===== config.mk =====
export PLATFORM = sky130hd
export DESIGN_NAME = msrv32_wb_wr_en_pipe
export DESIGN_NICKNAME = d
export VERILOG_FILES = /design/src/rtl/msrv32_wb_wr_en_pipe.sv
export SDC_FILE = /design/constraint.sdc
export NUM_CORES = 1
export LEC_CHECK = 0
export ABC_AREA = 1
export CAP_MARGIN = 40
export CORE_ASPECT_RATIO = 0.6
export CORE_UTILIZATION = 46
export CTS_BUF_LIST = sky130_fd_sc_hd__clkbuf_8
export DETAILED_ROUTE_END_ITERATION = 6
export PLACE_DENSITY = 0.88
export RECOVER_POWER = 50
export SLEW_MARGIN = 20
export SYNTH_ARGS = -nofsm -noshare
export SYNTH_HDL_FRONTEND = slang
export SYNTH_SLANG_ARGS = --single-unit
export TNS_END_PERCENT = 30

===== constraint.sdc =====
create_clock -name clk_in -period 3.81 [get_ports clk_in]
set_input_delay 0.5715 -clock clk_in [delete_from_list [all_inputs] [get_ports clk_in]]
set_output_delay 0.5715 -clock clk_in [all_outputs]
set_load 0.01 [all_outputs]

===== src/rtl/msrv32_wb_wr_en_pipe.sv =====
// Write-back commit stage: registers NUM_CH write requests and gates each write
// enable with flush, stall and a post-flush kill window; counts suppressed writes.
module msrv32_wb_wr_en_pipe #(
  parameter int NUM_CH      = 2,
  parameter int ADDR_W      = 12,
  parameter int DATA_W      = 32,
  parameter int KILL_CYCLES = 1,
  parameter int CNT_W       = 16
) (
  input  logic                     clk_in,
  input  logic                     rst_in,
  input  logic                     flush_in,
  input  logic                     stall_in,
  input  logic [NUM_CH-1:0]        wr_en_in,
  input  logic [NUM_CH*ADDR_W-1:0] wr_addr_in,
  input  logic [NUM_CH*DATA_W-1:0] wr_data_in,
  output logic [NUM_CH-1:0]        wr_en_out,
  output logic [NUM_CH*ADDR_W-1:0] wr_addr_out,
  output logic [NUM_CH*DATA_W-1:0] wr_data_out,
  output logic                     kill_active_out,
  output logic [CNT_W-1:0]         killed_cnt_out
);

  localparam int INC_W = $clog2(2 * NUM_CH + 1);
  localparam int SUM_W = CNT_W + INC_W;
  localparam logic [3:0]       KILL_LOAD = 4'(KILL_CYCLES);
  localparam logic [CNT_W-1:0] CNT_MAX   = {CNT_W{1'b1}};

  function automatic logic [INC_W-1:0] popcount(input logic [NUM_CH-1:0] v);
    logic [INC_W-1:0] c;
    c = {INC_W{1'b0}};
    for (int i = 0; i < NUM_CH; i++) begin
      c = c + {{(INC_W-1){1'b0}}, v[i]};
    end
    return c;
  endfunction

  logic [NUM_CH-1:0]        vld_r;
  logic [NUM_CH*ADDR_W-1:0] addr_r;
  logic [NUM_CH*DATA_W-1:0] data_r;
  logic [3:0]               kill_cnt_r;
  logic                     kill_active_r;
  logic [CNT_W-1:0]         killed_cnt_r;

  logic [3:0]               kill_cnt_nxt_s;
  logic                     kill_idle_s;
  logic [INC_W-1:0]         inc_s;
  logic [SUM_W-1:0]         sum_s;
  logic [CNT_W-1:0]         killed_nxt_s;

  assign kill_idle_s     = (kill_cnt_r == 4'd0);
  assign wr_en_out       = vld_r & {NUM_CH{~(flush_in | stall_in)}};
  assign wr_addr_out     = addr_r;
  assign wr_data_out     = data_r;
  assign kill_active_out = kill_active_r;
  assign killed_cnt_out  = killed_cnt_r;

  // Kill window: a flush (re)loads the window, otherwise it drains even while stalled.
  always_comb begin
    kill_cnt_nxt_s = kill_cnt_r;
    if (flush_in) begin
      kill_cnt_nxt_s = KILL_LOAD;
    end else if (!kill_idle_s) begin
      kill_cnt_nxt_s = kill_cnt_r - 4'd1;
    end else begin
      kill_cnt_nxt_s = kill_cnt_r;
    end
  end

  // Suppressed writes: held valids lost to a flush plus fresh requests dropped by flush/kill.
  always_comb begin
    inc_s = popcount(vld_r & {NUM_CH{flush_in}})
          + popcount(wr_en_in & {NUM_CH{~stall_in & (flush_in | kill_active_r)}});
    sum_s = {{INC_W{1'b0}}, killed_cnt_r} + {{CNT_W{1'b0}}, inc_s};
    if (sum_s > {{INC_W{1'b0}}, CNT_MAX}) begin
      killed_nxt_s = CNT_MAX;
    end else begin
      killed_nxt_s = sum_s[CNT_W-1:0];
    end
  end

  // Stage registers: reset beats flush, flush beats stall, stall holds everything.
  always_ff @(posedge clk_in) begin
    if (rst_in) begin
      vld_r         <= {NUM_CH{1'b0}};
      addr_r        <= {(NUM_CH*ADDR_W){1'b0}};
      data_r        <= {(NUM_CH*DATA_W){1'b0}};
      kill_cnt_r    <= 4'd0;
      kill_active_r <= 1'b0;
      killed_cnt_r  <= {CNT_W{1'b0}};
    end else begin
      kill_cnt_r    <= kill_cnt_nxt_s;
      kill_active_r <= (kill_cnt_nxt_s != 4'd0);
      killed_cnt_r  <= killed_nxt_s;
      if (flush_in) begin
        vld_r <= {NUM_CH{1'b0}};
      end else if (!stall_in) begin
        for (int i = 0; i < NUM_CH; i++) begin
          vld_r[i] <= wr_en_in[i] & kill_idle_s;
          // Address/data only move with a valid capture so the last write stays visible.
          if (wr_en_in[i] && kill_idle_s) begin
            addr_r[i*ADDR_W +: ADDR_W] <= wr_addr_in[i*ADDR_W +: ADDR_W];
            data_r[i*DATA_W +: DATA_W] <= wr_data_in[i*DATA_W +: DATA_W];
          end
        end
      end
    end
  end

endmodule


==> flow_results.xml <==
<?xml version="1.0" encoding="UTF-8"?>
<metrics>
  <group name="worst_setup_path">
    <metric name="reg2reg_to" unit="">killed_cnt_out[11]</metric>
    <metric name="critical_path.endpoint_type" unit="">register</metric>
    <metric name="critPathCapture" unit="">killed_cnt_out[11]</metric>
    <metric name="critical_path_arrival" unit="ps">3600</metric>
    <metric name="worstSetupStartpoint" unit="">flush_in</metric>
    <metric name="worst-setup-path-type" unit="">input port to register</metric>
    <metric name="r2r_start" unit="">kill_active_out</metric>
    <metric name="worst_setup_path_start_kind" unit="">input port</metric>
    <metric name="critical_path_required" unit="ps">4120</metric>
    <metric name="critPathMaxFanout" unit="">16</metric>
    <metric name="ff2ff_setup_slack" unit="ps">990</metric>
    <metric name="r2r.worst_path.cells" unit="">12</metric>
  </group>
  <group name="finish">
    <metric name="finalNetCount" unit="">846</metric>
    <metric name="finished_core_util" unit="%">71.67</metric>
    <metric name="area_delta_synth_final" unit="%">51.12</metric>
    <metric name="fill_cells" unit="">707</metric>
    <metric name="post_route_cells_drive_above_1_share" unit="%">4.787</metric>
    <metric name="num_antenna_cells" unit="">0</metric>
  </group>
  <group name="yosys">
    <metric name="synthTopCellsByCount" unit="">nor2_1 (200), dfxtp_1 (111), o21ai_0 (89)</metric>
    <metric name="most_used_standard_cell_by_instance_count_after_synthesis" unit="">nor2_1</metric>
    <metric name="syn_avg_cell_area" unit="um^2">7.725</metric>
    <metric name="synth_edf_count" unit="">0</metric>
    <metric name="top_cell_type_s_share_of_synthesized_area" unit="%">51.18</metric>
    <metric name="yosys_register_bits" unit="">111</metric>
    <metric name="syn-num-nets" unit="">661</metric>
    <metric name="yosys.area.top_type" unit="">dfxtp_1</metric>
    <metric name="synth_seq_area_share" unit="%">51.18</metric>
    <metric name="yosys-top-cells-area" unit="">dfxtp_1 (51%), nor2_1 (17%), o21ai_0 (10%), nand2_1 (4.1%), inv_1 (1.7%)</metric>
    <metric name="yosysUniqueCellTypes" unit="">31</metric>
    <metric name="postSynth.asyncResetShare" unit="%">0</metric>
    <metric name="synth_flop_cell" unit="">dfxtp_1</metric>
    <metric name="post_synth_instance_area" unit="mm^2">0.004342</metric>
    <metric name="synthCells" unit="">562</metric>
    <metric name="yosysWarnings" unit="">0</metric>
  </group>
  <group name="floorplanning">
    <metric name="fp.dieArea" unit="mm^2">0.009844</metric>
    <metric name="floorplan.rows" unit="">27</metric>
    <metric name="core-area" unit="mm^2">0.009155</metric>
    <metric name="die_height" unit="um">77.26</metric>
    <metric name="initial_utilization" unit="%">47.42</metric>
    <metric name="boundaryPins" unit="">201</metric>
    <metric name="die_width" unit="um">127.4</metric>
  </group>
  <group name="detailed_routing">
    <metric name="via_per_inst" unit="">4.861</metric>
    <metric name="totalWireLength" unit="mm">11.99</metric>
    <metric name="remaining_drcs" unit="">0</metric>
    <metric name="wire_per_inst" unit="um">13.60</metric>
    <metric name="vias" unit="">4287</metric>
    <metric name="drt_pre_antenna_iters" unit="">4</metric>
    <metric name="detailedRoute.firstIterationViolations" unit="">168</metric>
    <metric name="ant_nets_after_route" unit="">0</metric>
  </group>
  <group name="clocking">
    <metric name="cts_root_buffer" unit="">clkbuf_8</metric>
    <metric name="tritoncts_clock_tree" unit="">yes</metric>
    <metric name="worstSkewPairLatency" unit="ps">360</metric>
    <metric name="postCtsSetupRepairBufs" unit="">0</metric>
    <metric name="path_clk_slew" unit="ps">100</metric>
    <metric name="cts_hold_repair.buffers" unit="">0</metric>
    <metric name="cts.path.max_buffers" unit="">2</metric>
    <metric name="cts.htree.levels" unit="">3</metric>
    <metric name="post_cts_resize_count" unit="">0</metric>
    <metric name="cts_sinks" unit="">111</metric>
    <metric name="cts_buffers" unit="">9</metric>
  </group>
  <group name="sta">
    <metric name="final_min_period_over_clock_period" unit="%">86.53</metric>
    <metric name="setup-tns-final" unit="ps">0</metric>
    <metric name="setup-violations-final" unit="">0</metric>
    <metric name="grt_setup_unrepaired" unit="">false</metric>
    <metric name="final.setup_skew" unit="ps">8.262</metric>
    <metric name="fmax" unit="MHz">303.3</metric>
    <metric name="timing_max_transition_violations_final" unit="">0</metric>
    <metric name="tightest_slew" unit="ps">1099</metric>
    <metric name="min_period" unit="ps">3297</metric>
    <metric name="finalHoldViolations" unit="">0</metric>
    <metric name="timing.slew.headroom" unit="%">26.70</metric>
  </group>
  <group name="global_routing">
    <metric name="top_usage_layer" unit="">met2</metric>
    <metric name="grt_overflow_total" unit="">0</metric>
    <metric name="globalRouteMet3Util" unit="%">9.002</metric>
    <metric name="grt_util_met1" unit="%">29.87</metric>
    <metric name="wire_length_of_the_first_global_routing_pass" unit="mm">19.50</metric>
    <metric name="grt_pass1_vias" unit="">4193</metric>
    <metric name="initial_antenna_violation_count" unit="">0</metric>
    <metric name="globalRouteMet2Util" unit="%">41.97</metric>
    <metric name="grt_start_max_net_pins" unit="">70</metric>
    <metric name="grt_use_total" unit="%">24.97</metric>
  </group>
  <group name="pwr">
    <metric name="max-vdd-ir-drop" unit="V">0.0002587</metric>
    <metric name="static-leakage-power" unit="nW">2.711</metric>
    <metric name="power_density" unit="mW/mm^2">354.7</metric>
  </group>
  <group name="min_path">
    <metric name="hp-class" unit="">register to register</metric>
    <metric name="hold-path-cell-count" unit="">2</metric>
  </group>
  <group name="run">
    <metric name="max_cap_violations" unit="">0</metric>
  </group>
  <group name="placement">
    <metric name="gp_routability_congestion" unit="">0.9127</metric>
    <metric name="place_hpwl" unit="mm">8.773</metric>
    <metric name="portBuffers" unit="">200</metric>
  </group>
  <group name="status">
    <metric name="outcome" unit="">completed</metric>
  </group>
</metrics>
[cell type report]
type / instances / area, um^2 / area share, %
multi-input cells: 398 / 1872 / 28.53
flip-flops and latches: 111 / 2222 / 33.87
clock buffers: 11 / 151.4 / 2.307
inverters: 25 / 97.59 / 1.487
repair buffers: 202 / 2014 / 30.70
well taps: 130 / 162.7 / 2.479
clock inverters: 5 / 41.29 / 0.6293
[how the worst min path moves through the flow]
| stage | start | end | slack [ps] |
|---|---|---|---|
| 4_1_cts | wr_data_out[41] | wr_data_out[41] | 490 |
| 5_1_grt | wr_addr_out[6] | wr_addr_out[6] | 500 |
| 3_3_place_gp | wr_data_out[41] | wr_data_out[41] | 460 |
| 6_report | wr_data_out[41] | wr_data_out[41] | 480 |
| 2_1_floorplan | vld_r[1] | vld_r[1] | 450 |
| 3_5_place_dp | wr_addr_out[6] | wr_addr_out[6] | 470 |
[flip-flops by register name, summed over array words and instances, names as in the netlist]
| signal | flops |
|---|---|
| vld_r | 2 |
| killed_cnt_out | 16 |
| wr_data_out | 64 |
| wr_addr_out | 24 |
| kill_active_out | 1 |
| kill_cnt_r | 4 |
[stage by stage]
step	setup WS (ps)	std cells	area [um^2]	power, mW	hold slack, ps
after global placement	293.9	866	6390	1.693	461.5
after floorplan	1037	562	4342	1.465	446.6
after global routing	303.3	882	6561	2.449	503.7
final	513.2	882	6561	2.327	483.3
after detailed placement	184.3	866	6390	1.706	472.8
after CTS	586.4	882	6583	2.383	493.2
[worst max-delay path: stages]
cell             delay, ps
clkdlybuf4s50_1        520
or2_2                  350
nand3_1                 90
fa_1                   430
fa_1                   370
inv_1                  120
fa_1                   240
nand2_2                110
nor2_4                 170
nand4_4                300
nand3_1                190
nand2_1                 60
inv_1                   80
[placed cells by master, fill, tap and decap left out, types with 2 or more instances in the layout]
cell type	count
o21bai_1	2
nor2_4	2
nand3b_1	2
fa_1	3
nor2_1	200
nand2_1	47
ha_1	2
clkbuf_8	11
o21ai_0	89
nand3_1	16
a21oi_2	6
xnor2_1	3
clkdlybuf4s50_1	98
dfxtp_1	111
dlygate4sd3_1	102
nand3_4	2
xor2_1	6
clkinv_4	2
inv_1	21
clkinv_2	2
a21oi_1	10
nand4_1	3
clkinvlp_4	2
[cells by family (layout without fill, tap and decap cells)]
group / Yosys count / after routing / share of synthesized area (%)
adder cells (fa/ha/maj): 5 / 5 / 1.960
flip-flops: 111 / 111 / 51.18
buffers and inverters: 53 / 243 / 5.590
XOR/XNOR: 9 / 9 / 1.816
AND/OR/NAND/NOR: 277 / 277 / 26.48
AO/OA/AOI/OAI: 107 / 107 / 12.97
[per-layer routing]
metal  up-vias  share of wire, %
met5         -                 0
met4         0              0.92
met3        12               8.6
met2       160                48
met1      1961                42
li1       2154                 -
[report_power, final]
group | total (mW) | internal [mW] | switching, mW | leakage (nW)
Clock | 0.672 | 0.279 | 0.393 | 0.0922
Sequential | 1.25 | 1.22 | 0.0309 | 0.902
Combinational | 0.405 | 0.215 | 0.190 | 1.72
Power figures use the tool's default switching activity.
